[src/rtl/pebble_pkg.sv]
// Shared types for the pebble execute path: ALU op codes, issue FSM states
// and the field layout of the 9-bit register-register instruction.
package pebble_pkg;

  localparam int INSTR_W = 9;
  localparam int REG_AW  = 3;
  localparam int OP_LSB  = 6;
  localparam int RD_LSB  = 3;
  localparam int RS_LSB  = 0;

  typedef logic [INSTR_W-1:0] instr_t;
  typedef logic [REG_AW-1:0]  reg_addr_t;

  typedef enum logic [2:0] {
    ALU_ADD = 3'b000,
    ALU_SUB = 3'b001,
    ALU_AND = 3'b010,
    ALU_OR  = 3'b011,
    ALU_XOR = 3'b100,
    ALU_SHL = 3'b101,
    ALU_SHR = 3'b110,
    ALU_SLT = 3'b111
  } alu_op_t;

  typedef enum logic [1:0] {
    IDLE = 2'd0,
    EXEC = 2'd1,
    WB   = 2'd2
  } issue_state_t;

  function automatic alu_op_t instr_op(instr_t i);
    return alu_op_t'(i[OP_LSB +: 3]);
  endfunction

  function automatic reg_addr_t instr_rd(instr_t i);
    return i[RD_LSB +: REG_AW];
  endfunction

  function automatic reg_addr_t instr_rs(instr_t i);
    return i[RS_LSB +: REG_AW];
  endfunction

endpackage

[src/rtl/alu_issue_if.sv]
// Instruction handshake, ALU operand/result bus and completion signals
// between fetch, the issue controller and the external ALU.
interface alu_issue_if
  import pebble_pkg::*;
#(
  parameter int W = 8
) ();

  logic          in_valid;
  instr_t        in_instr;
  logic          in_ready;
  alu_op_t       alu_op;
  logic [W-1:0]  alu_a;
  logic [W-1:0]  alu_b;
  logic [W-1:0]  alu_result;
  logic          alu_zero;
  logic          done;
  logic [W-1:0]  done_data;

  modport slave (
    input  in_valid, in_instr, alu_result, alu_zero,
    output in_ready, alu_op, alu_a, alu_b, done, done_data
  );

  modport master (
    output in_valid, in_instr, alu_result, alu_zero,
    input  in_ready, alu_op, alu_a, alu_b, done, done_data
  );

endinterface

[src/rtl/alu_issue_regfile8.sv]
// NREGS x W register file: async-reset storage, one synchronous write port,
// three combinational read ports (operand A, operand B, debug).
module regfile8 #(
  parameter int NREGS = 8,
  parameter int W     = 8,
  parameter int AW    = $clog2(NREGS)
) (
  input  logic          clk,
  input  logic          reset,
  input  logic          we,
  input  logic [AW-1:0] waddr,
  input  logic [W-1:0]  wdata,
  input  logic [AW-1:0] raddr_a,
  input  logic [AW-1:0] raddr_b,
  input  logic [AW-1:0] raddr_d,
  output logic [W-1:0]  rdata_a,
  output logic [W-1:0]  rdata_b,
  output logic [W-1:0]  rdata_d
);

  logic [W-1:0] mem_q [NREGS];
  logic [W-1:0] mem_d [NREGS];

  always_comb begin
    mem_d = mem_q;
    if (we) mem_d[waddr] = wdata;
  end

  always_ff @(posedge clk or posedge reset) begin
    if (reset) mem_q <= '{default: '0};
    else       mem_q <= mem_d;
  end

  assign rdata_a = mem_q[raddr_a];
  assign rdata_b = mem_q[raddr_b];
  assign rdata_d = mem_q[raddr_d];

endmodule

[src/rtl/alu_issue.sv]
// Execute-side issue controller: reads operands, drives the external ALU,
// captures its result and writes it back, one instruction every three cycles.
module alu_issue
  import pebble_pkg::*;
#(
  parameter int NREGS = 8,
  parameter int W     = 8
) (
  input  logic         clk,
  input  logic         reset,
  alu_issue_if.slave   bus,
  input  logic         ld_valid,
  input  reg_addr_t    ld_addr,
  input  logic [W-1:0] ld_data,
  output logic         zero_flag,
  input  reg_addr_t    dbg_addr,
  output logic [W-1:0] dbg_data
);

  issue_state_t state_q, state_d;
  alu_op_t      op_q, op_d;
  reg_addr_t    rd_q, rd_d;
  logic [W-1:0] a_q, a_d, b_q, b_d, res_q, res_d;
  logic         zcap_q, zcap_d, zf_q, zf_d;

  logic         in_ready;
  logic         rf_we;
  reg_addr_t    rf_waddr;
  logic [W-1:0] rf_wdata, rf_a, rf_b;

  regfile8 #(.NREGS(NREGS), .W(W), .AW(REG_AW)) u_rf (
    .clk     (clk),
    .reset   (reset),
    .we      (rf_we),
    .waddr   (rf_waddr),
    .wdata   (rf_wdata),
    .raddr_a (instr_rd(bus.in_instr)),
    .raddr_b (instr_rs(bus.in_instr)),
    .raddr_d (dbg_addr),
    .rdata_a (rf_a),
    .rdata_b (rf_b),
    .rdata_d (dbg_data)
  );

  always_comb begin
    state_d  = state_q;
    op_d     = op_q;
    rd_d     = rd_q;
    a_d      = a_q;
    b_d      = b_q;
    res_d    = res_q;
    zcap_d   = zcap_q;
    zf_d     = zf_q;
    in_ready = 1'b0;
    rf_we    = 1'b0;
    rf_waddr = ld_addr;
    rf_wdata = ld_data;
    case (state_q)
      IDLE: begin
        // A load strobe always wins over an instruction in the same cycle.
        in_ready = !ld_valid;
        if (ld_valid) begin
          rf_we = 1'b1;
        end else if (bus.in_valid) begin
          op_d    = instr_op(bus.in_instr);
          rd_d    = instr_rd(bus.in_instr);
          a_d     = rf_a;
          b_d     = rf_b;
          state_d = EXEC;
        end
      end
      EXEC: begin
        res_d   = bus.alu_result;
        zcap_d  = bus.alu_zero;
        state_d = WB;
      end
      WB: begin
        rf_we    = 1'b1;
        rf_waddr = rd_q;
        rf_wdata = res_q;
        zf_d     = zcap_q;
        state_d  = IDLE;
      end
      default: state_d = IDLE;
    endcase
  end

  always_ff @(posedge clk or posedge reset) begin
    if (reset) begin
      state_q <= IDLE;
      op_q    <= ALU_ADD;
      rd_q    <= '0;
      a_q     <= '0;
      b_q     <= '0;
      res_q   <= '0;
      zcap_q  <= 1'b0;
      zf_q    <= 1'b0;
    end else begin
      state_q <= state_d;
      op_q    <= op_d;
      rd_q    <= rd_d;
      a_q     <= a_d;
      b_q     <= b_d;
      res_q   <= res_d;
      zcap_q  <= zcap_d;
      zf_q    <= zf_d;
    end
  end

  assign bus.in_ready  = in_ready;
  assign bus.alu_op    = op_q;
  assign bus.alu_a     = a_q;
  assign bus.alu_b     = b_q;
  assign bus.done      = (state_q == WB);
  assign bus.done_data = res_q;
  assign zero_flag     = zf_q;

endmodule

[src/flat_wrapper.sv]
// flat-port wrapper written by rule: the top's interface ports become plain ports
module alu_issue_flat import pebble_pkg::*;
#(
  parameter int NREGS = 8,
  parameter int W     = 8
)
  (clk, reset, ld_valid, ld_addr, ld_data, zero_flag, dbg_addr, dbg_data, bus_in_valid, bus_in_instr, bus_alu_result, bus_alu_zero, bus_in_ready, bus_alu_op, bus_alu_a, bus_alu_b, bus_done, bus_done_data);
  alu_issue_if #(.W(W)) bus_i ();
  input  logic clk;
  input  logic reset;
  input  logic ld_valid;
  input  reg_addr_t ld_addr;
  input  logic [W-1:0] ld_data;
  output logic zero_flag;
  input  reg_addr_t dbg_addr;
  output logic [W-1:0] dbg_data;
  input wire logic [$bits(bus_i.in_valid)-1:0] bus_in_valid;
  input wire logic [$bits(bus_i.in_instr)-1:0] bus_in_instr;
  input wire logic [$bits(bus_i.alu_result)-1:0] bus_alu_result;
  input wire logic [$bits(bus_i.alu_zero)-1:0] bus_alu_zero;
  output wire logic [$bits(bus_i.in_ready)-1:0] bus_in_ready;
  output wire logic [$bits(bus_i.alu_op)-1:0] bus_alu_op;
  output wire logic [$bits(bus_i.alu_a)-1:0] bus_alu_a;
  output wire logic [$bits(bus_i.alu_b)-1:0] bus_alu_b;
  output wire logic [$bits(bus_i.done)-1:0] bus_done;
  output wire logic [$bits(bus_i.done_data)-1:0] bus_done_data;
  assign bus_i.in_valid = bus_in_valid;
  assign bus_i.in_instr = bus_in_instr;
  assign bus_i.alu_result = bus_alu_result;
  assign bus_i.alu_zero = bus_alu_zero;
  assign bus_in_ready = bus_i.in_ready;
  assign bus_alu_op = bus_i.alu_op;
  assign bus_alu_a = bus_i.alu_a;
  assign bus_alu_b = bus_i.alu_b;
  assign bus_done = bus_i.done;
  assign bus_done_data = bus_i.done_data;
  alu_issue #(.NREGS(NREGS), .W(W)) u_core (.clk(clk), .reset(reset), .bus(bus_i), .ld_valid(ld_valid), .ld_addr(ld_addr), .ld_data(ld_data), .zero_flag(zero_flag), .dbg_addr(dbg_addr), .dbg_data(dbg_data));
endmodule
[config.mk]
export PLATFORM = sky130hd
export DESIGN_NAME = alu_issue_flat
export DESIGN_NICKNAME = d
export VERILOG_FILES = /design/src/rtl/pebble_pkg.sv /design/src/rtl/alu_issue_if.sv /design/src/rtl/alu_issue_regfile8.sv /design/src/rtl/alu_issue.sv /design/src/flat_wrapper.sv
export SDC_FILE = /design/constraint.sdc
export NUM_CORES = 1
export LEC_CHECK = 0
export ABC_AREA = 0
export ABC_CLOCK_PERIOD_IN_PS = 4600
export CAP_MARGIN = 10
export CORE_ASPECT_RATIO = 1.25
export CORE_UTILIZATION = 43
export DETAILED_ROUTE_END_ITERATION = 6
export GPL_TIMING_DRIVEN = 1
export PLACE_DENSITY_LB_ADDON = 0.3
export SLEW_MARGIN = 0
export SYNTH_ARGS = -nofsm -noshare
export SYNTH_HDL_FRONTEND = slang
export SYNTH_SLANG_ARGS = --single-unit
[constraint.sdc]
create_clock -name clk -period 4.6 [get_ports clk]
set_clock_uncertainty 0.2 [all_clocks]
set_input_delay 0.92 -clock clk [delete_from_list [all_inputs] [get_ports clk]]
set_output_delay 0.92 -clock clk [all_outputs]
set_load 0.01 [all_outputs]
==> Yosys cells after proc, flatten, opt, wreduce, memory -nomap -nowiden <==
Index checks and enable logic that the tools add are counted.
{ "totals": {"regBits": 98, "output_inout_bits": 38, "inputBits": 36, "word_cells": 55} }
{ "classes": {"muxes": 20, "n_eq_ne": 4, "n_reduce_logical": 5, "n_bitwise": 5, "order_cmp": 5} }
{ "op_table": {"columns": ["op", "count"], "rows": [
  ["binary-select mux 8 bit (select 3 bit)", 3],
  ["bitwise mux 64 bit", 1],
  ["2-to-1 mux 8 bit", 8],
  ["demux 8 bit (select 3 bit)", 1],
  [">= comparator 4 bit (second input constant)", 4],
  ["inverter 3 -> 4 bit", 4],
  ["less-than comparator 4 x 1 -> 1 bit (second input constant)", 1],
  ["2-to-1 mux 2 bit", 2],
  ["inequality test 2 bit (second input constant)", 2],
  ["case mux 2 bit (2 select lines)", 1],
  ["2-to-1 mux 3 bit", 1],
  ["AND reduction 3 bit", 1],
  ["== test 2 x 1 -> 1 bit (second input constant)", 1],
  ["== test 2 bit (second input constant)", 1],
  ["zero test 2 bit", 1],
  ["2-to-1 mux 1 bit", 2],
  ["case mux 1 bit (2 select lines)", 1],
  ["AND reduction 2 bit", 1],
  ["logical AND 1 bit", 1],
  ["zero test 1 bit", 1],
  ["inverter 1 bit", 1]
]} }

==> Longest topological paths before layout <==
Gate-level depths: netlist of run 1.
{ "depth": {"depth_word": 8, "mapped_depth": 7, "depth_no_buf": 4} }

==> Modules after synthesis <==
A second synthesis of run 1 with hierarchy kept.
{ "unflattened": {"cells_unflattened": 321, "area_unflattened_um2": 5510.3} }
{ "by_module_without_submodules": {"columns": ["mod", "seq_area_each_um2", "instances", "area_each_um2", "cells_each"], "rows": [
  ["regfile8", 1601.5, 1, 4082.7, 231],
  ["alu_issue", 850.8, 1, 1427.6, 90]
]} }

==> Worst setup path before layout of run 1 <==
No wires, ideal clock.
{ "synth_timing": {"path_type": "input to output", "start": "input dbg_addr[0]", "end": "output dbg_data[0]", "path_stages": 4, "setup_slack_ns": 1.225, "path_buffers": 2, "arrival_ns": 2.255, "t_required_ns": 3.480, "path_cell_list": "buf_2 buf_2 mux4_2 mux2_2"} }
{ "synth_via": {"elab_chain_len": 4} }
{ "synth_lines": {"columns": ["item", "line_no", "text"], "rows": [
  ["from (decl)", "flat_wrapper.sv:15", "input reg_addr_t dbg_addr;"],
  ["inverter 3 -> 4 bit (not written as such)", "alu_issue_regfile8.sv:36", "assign rdata_d = mem_q[raddr_d];"],
  ["binary-select mux 8 bit (select 3 bit)", "alu_issue_regfile8.sv:36", null],
  ["2-to-1 mux 8 bit (not written as such) (2 in a row)", "alu_issue_regfile8.sv:36", null],
  ["to (decl)", "flat_wrapper.sv:16", "output logic [W-1:0] dbg_data;"]
]} }
Every way passes these cells. The select of a mux whose other input is x is not followed.

==> Worst setup path in the final report of run 1 <==
{ "layout_timing": {"start": "input dbg_addr[0]", "end": "output dbg_data[2]"} }
The elaborated chain is that of the path after synthesis.

==> results.toml, run 1 <==
[run_status]
status = "finished clean"

[global_route]
grt-busiest-layer = "met2"
grtUsageMet2_pct = 36.1
grt_pass1_wl_um = 21300
grt_usage_pct = 22.5
grt_pass1_vias = 3863
grt_util_met3_pct = 2.64
grt_max_degree = 51
antenna_found_initial = 0
use_met1_pct = 29.7
grt.overflow.total = 0

[synthesis]
syn_inst = 423
synth-seq-area-share_pct = 45.7
ys_ff_latch = 98
syn_nets = 459
yosysUniqueCellTypes = 29
avgSynthCellArea_um2 = 12.7
synth_warnings = 0
synth_area_um2 = 5360

[sta]
min_period_over_period_pct = 87.7
tns_ns = 0
rsz0062_at_grt = "no"
setup_viol = 0
hold_violations = 0
tightest_slew_ns = 1.10
holdWs_ns = 0.277
min_period_ns = 4.03
slew_violations = 0
fmax_mhz = 248
relSlewSlack_pct = 26.4
final.setup.worst_slack_ns = 0.567

[cts]
cts_resized = 0
worstSkewPairLatency_ns = 0.34
cts.sinks = 98
cts_tree = "done"
numCtsBuffers = 9
clock_tree.root_cell = "clkbuf_16"
clk_pin_slew_ns = 0.06
cts_hold_buf = 0
clock_path_buffers = 2
cts_setup_buffers = 0
htree_levels = 3

[power]
power_frac_comb_pct = 34.2
pwr-share-seq_pct = 44.9
ir_drop_uv = 191
switching_share_pct = 32.0
clkPwrFrac_pct = 20.9
power.density_nw_per_um2 = 517
total_power_mw = 3.35
switchingPower_mw = 1.07
p_leak_nw = 2.83
intPower_mw = 2.28

[setup_path]
start_kind = "input pin"
r2r_slack_ns = 2.25
path_class = "in2out"
critPathRequiredTime_ns = 3.48
cp_max_fo = 16
arrival_ns = 2.91
critPathCaptureType = "output pin"

[layout]
diodes = 0
finalNetCount = 520
syn_to_final_growth_pct = 20.9
drive_gt1_share_pct = 27.5

[routing]
drt_iter0_drc = 194
drc_errors = 0
vias_per_cell = 5.81
dr.pass1.iters = 5
antenna_left = 0
vias = 3785
drt-total-wl_um = 13600
wl_per_cell_um = 20.9

[worst_hold_path]
hold_class = "reg2reg"

[floorplan]
die_h_um = 127
start_util_pct = 44.1
fp-row-count = 45
dieArea_um2 = 12900
die_w_um = 102
io_pins = 74
coreArea_um2 = 12200

[placed_design]
place_ws_ns = 0.554
place.gp.congestion = 0.855
hpwlAfterDp_um = 8910
numPortBuffers = 73

[job]
max-cap-violations = 0
## worst max-delay path, stage by stage
cell and delay, ns:
clkdlybuf4s50_1 0.51, buf_12 0.20, mux4_2 0.52, mux2_2 0.29
clkdlybuf4s50_1 0.48
## worst paths after layout
path / endpoint / depth (start not counted) / startpoint
max: dbg_data[2] / 5 / dbg_addr[0]
max in group asynchronous: u_core.bus.alu_b[6]$_DFFE_PP0P_ / 3 / reset
min in group asynchronous: u_core.zcap_q$_DFFE_PP0N_ / 2 / reset
max reg2reg: u_core.u_rf.mem_q[61]$_DFFE_PP0P_ / 4 / u_core.state_q[1]$_DFFE_PP0P_
min: u_core.bus.alu_b[3]$_DFFE_PP0P_ / 2 / u_core.bus.alu_b[3]$_DFFE_PP0P_
min reg2reg: u_core.bus.alu_b[3]$_DFFE_PP0P_ / 2 / u_core.bus.alu_b[3]$_DFFE_PP0P_
## power by group through the flow
stage / logic (mW) / registers (mW) / clock network (mW)
after floorplan: 0.734 / 1.44 / 0
after global placement: 1.11 / 1.49 / 0
after detailed placement: 1.14 / 1.51 / 0
after CTS: 1.15 / 1.49 / 0.716
after global routing: 1.24 / 1.54 / 0.743
final: 1.15 / 1.51 / 0.703
## cell usage in the layout, fill, tap and decap left out, types with 3 or more instances in the layout
master and instances:
dfrtp_1 98, mux2_2 88, clkdlybuf4s50_1 71, mux2i_1 65, nand2_1 39, a22oi_1 32, o21ai_0 16, mux4_2 16
clkbuf_16 9, mux2_1 8, nor2b_1 5, inv_1 5, buf_4 4, nand2_2 3, clkinv_2 3
## layout make-up
| class | count | area (um^2) |
|---|---|---|
| inverter | 6 | 25.0 |
| clock inverter | 3 | 15.0 |
| timing repair buffer | 78 | 771 |
| fill | 1063 | 5680 |
| clock buffer | 12 | 256 |
| multi-input combinational | 291 | 2760 |
| tap | 164 | 205 |
| sequential | 98 | 2450 |
## cells by family (layout without fill, tap and decap cells)
family          after synthesis  in the layout  share of synthesized area (%)
compound gates               53             53                           6.81
buf+inv                      34             99                           2.80
flops                        98             98                           45.7
mux                         177            177                           39.0
simple gates                 61             61                           5.65
## registers in the layout, summed over array words and instances, names as in the netlist
| name | count |
|---|---|
| u_core.u_rf.mem_q | 64 |
| u_core.bus.alu_a | 8 |
| u_core.bus.alu_b | 8 |
| u_core.bus.done_data | 8 |
| u_core.bus.alu_op | 3 |
| u_core.rd_q | 3 |
| u_core.state_q | 2 |
| u_core.zcap_q | 1 |
| u_core.zero_flag | 1 |
## metal layers
metal	wire (um)	part of all wire [%]
met1	5880	43
met2	6670	49
met3	563	4.1
met4	514	3.8
met5	0	0
## cell usage after synthesis
cell type,instances,area share (%)
a31o_2,2,0.33
nand2_1,39,2.7
a22oi_1,32,4.5
and2_1,2,0.23
o21ai_0,16,1.5
and2b_1,1,0.14
inv_1,6,0.42
buf_1,4,0.28
nor4bb_1,2,0.37
clkbuf_1,10,0.70
mux2_2,88,18
nor4b_1,1,0.16
buf_4,2,0.28
nand2_2,3,0.35
nor2_1,2,0.14
a31oi_1,1,0.12
mux2i_1,65,12
mux2_1,8,1.7
a21oi_4,1,0.30
buf_2,12,1.1
mux4_2,16,6.7
or3b_4,1,0.21
nand2b_4,1,0.26
nand3b_1,1,0.14
dfrtp_1,98,46
nor3_1,1,0.093
nor2b_1,5,0.58
nand2b_1,2,0.23
a21oi_1,1,0.093
## stage by stage
step	utilization, %	area [um^2]	std cells
after floorplan	-	5360	423
after global placement	51.1	6210	637
after detailed placement	51.1	6210	637
after CTS	53.3	6480	652
after global routing	53.3	6480	652
final	53.3	6480	652
Note: power is estimated with default switching activity, not from simulation.
==> run 2: changes to the inputs <==
--- a/config.mk
+++ b/config.mk
@@ -10,5 +10,5 @@
 export CAP_MARGIN = 10
 export CORE_ASPECT_RATIO = 1.25
-export CORE_UTILIZATION = 43
+export CORE_UTILIZATION = 55
 export DETAILED_ROUTE_END_ITERATION = 6
 export GPL_TIMING_DRIVEN = 1
==> constraint.sdc (replaced) <==
create_clock -name clk -period 4.6 [get_ports clk]
set_clock_uncertainty 0.2 [all_clocks]
set_input_delay 0.92 -clock clk [delete_from_list [all_inputs] [get_ports clk]]
set_output_delay 0.92 -clock clk [all_outputs]
set_load 0.02 [all_outputs]
==> results.toml, run 2 (synthesized netlist as in run 1, its figures left out) <==
[sta]
rsz0062_at_grt = "no"
min_period_ns = 4.09
tightest_slew_ns = 1.05
hold_violations = 0
fmax_mhz = 244
min_period_over_period_pct = 88.9
setup_viol = 0
tns_ns = 0
slew_violations = 0
relSlewSlack_pct = 29.8

[floorplan]
coreArea_um2 = 9320
die_h_um = 112
fp-row-count = 39
dieArea_um2 = 10200
start_util_pct = 57.5
io_pins = 74
die_w_um = 90.3

[layout]
diodes = 0
syn_to_final_growth_pct = 20.5
largest_register_ffs = 64
fillers = 676
stdcell_count = 612
finalNetCount = 520
regArea_um2 = 2450
multi_input_area_um2 = 2760
drive_gt1_share_pct = 27.2
top_register = "u_core.u_rf.mem_q"
mostFrequentLayoutCells = "dfrtp_1, mux2_2, clkdlybuf4s50_1, mux2i_1, nand2_1"
layout_commonest_cell = "dfrtp_1"

[cts]
cts_tree = "done"
cts_setup_buffers = 0
numCtsBuffers = 9
clock_path_buffers = 2
cts_resized = 0
cts.sinks = 98
clock_tree.root_cell = "clkbuf_16"
htree_levels = 3
clk_pin_slew_ns = 0.06
worstSkewPairLatency_ns = 0.35
cts_hold_buf = 0

[routing]
met3_wirelength_um = 828
drc_errors = 0
drt-total-wl_um = 13200
vias = 3825
met1_length_um = 5560
vias_per_cell = 6.25
antenna_left = 0
wl_per_cell_um = 21.6
drt_iter0_drc = 307
top_layer_used = "met4"
route.met2.wl_um = 6530
dr.pass1.iters = 5

[setup_path]
arrival_ns = 2.97
startpoint = "dbg_addr[0]"
critPathRequiredTime_ns = 3.48
path_class = "in2out"
start_kind = "input pin"
cp_max_fo = 16
ff2ff_path_depth = 4
r2r-start = "u_core.state_q[1]$_DFFE_PP0P_"
crit_path_end = "dbg_data[2]"
reg2reg_to = "u_core.u_rf.mem_q[57]$_DFFE_PP0P_"
critPathCaptureType = "output pin"
r2r_slack_ns = 2.18

[power]
ir_drop_uv = 320
p_leak_nw = 2.84
total_power_mw = 3.51
switching_share_pct = 33.3
power_frac_comb_pct = 35.3
intPower_mw = 2.34
pwr-share-seq_pct = 43.0
switchingPower_mw = 1.17
clkPwrFrac_pct = 21.7
power.density_nw_per_um2 = 543

[placed_design]
place.gp.congestion = 0.850
hpwlAfterDp_um = 8770
place_inst = 596
numPortBuffers = 73

[run_status]
status = "finished clean"

[worst_hold_path]
hold_class = "reg2reg"

[global_route]
grt.overflow.total = 0
grt_pass1_wl_um = 21000
grt_usage_pct = 27.5
grt_max_degree = 40
grt_pass1_vias = 3844
antenna_found_initial = 0

[job]
max-cap-violations = 0
[run 2: cell types whose count changed in the layout (fill, tap and decap cells not counted), sizes merged]
cell    delta
clkbuf     +2
bufinv     +1
clkinv     -1
inv        -1
[run 2: metrics by stage]
step / utilization, % / setup WS, ns / cell area, um^2 / hold slack (ns)
finish: 69.3 / 0.509 / 6460 / 0.281
global route: 69.3 / 0.459 / 6460 / 0.316
CTS: 69.3 / 0.494 / 6460 / 0.284
detailed placement: 66.1 / 0.502 / 6160 / 0.270
global placement: 66.1 / 0.520 / 6160 / 0.261
floorplan: - / 0.918 / 5360 / 0.275
[run 2: cell type report]
cell class / instances / area share, %
well taps: 123 / 2.38
multi-input cells: 291 / 42.7
repair buffers: 78 / 11.9
clock buffers: 14 / 4.09
inverters: 6 / 0.368
flip-flops and latches: 98 / 38.0
clock inverters: 2 / 0.542
[run 2: per-layer routing]
layer / track usage [%] / up-vias
met5: 0 / -
met4: 12.3 / 0
met3: 5.22 / 25
met2: 44.6 / 179
met1: 36.1 / 1932
li1: - / 1689
[run 2: power groups by stage]
stage / clock network [mW] / registers (mW) / logic [mW]
global route: 0.799 / 1.55 / 1.33
CTS: 0.766 / 1.49 / 1.24
detailed placement: 0 / 1.51 / 1.23
finish: 0.761 / 1.51 / 1.24
floorplan: 0 / 1.49 / 0.763
global placement: 0 / 1.48 / 1.19
[run 2: critical path: stages]
cell and delay [ns]:
clkdlybuf4s50_1 0.50, buf_12 0.19, mux4_2 0.52, mux2_2 0.29, clkdlybuf4s50_1 0.54
[run 2: worst min-delay path by stage]
| stage | endpoint | cells past startpoint | slack [ns] | startpoint |
|---|---|---|---|---|
| floorplan | u_core.zero_flag$_DFFE_PP0N_ | 1 | 0.27 | u_core.zcap_q$_DFFE_PP0N_ |
| global placement | u_core.bus.alu_b[6]$_DFFE_PP0P_ | 2 | 0.26 | u_core.bus.alu_b[6]$_DFFE_PP0P_ |
| detailed placement | u_core.bus.alu_a[6]$_DFFE_PP0P_ | 2 | 0.27 | u_core.bus.alu_a[6]$_DFFE_PP0P_ |
| CTS | u_core.bus.alu_a[6]$_DFFE_PP0P_ | 2 | 0.28 | u_core.bus.alu_a[6]$_DFFE_PP0P_ |
| global route | u_core.bus.alu_a[6]$_DFFE_PP0P_ | 2 | 0.32 | u_core.bus.alu_a[6]$_DFFE_PP0P_ |
| finish | u_core.bus.alu_a[6]$_DFFE_PP0P_ | 2 | 0.28 | u_core.bus.alu_a[6]$_DFFE_PP0P_ |
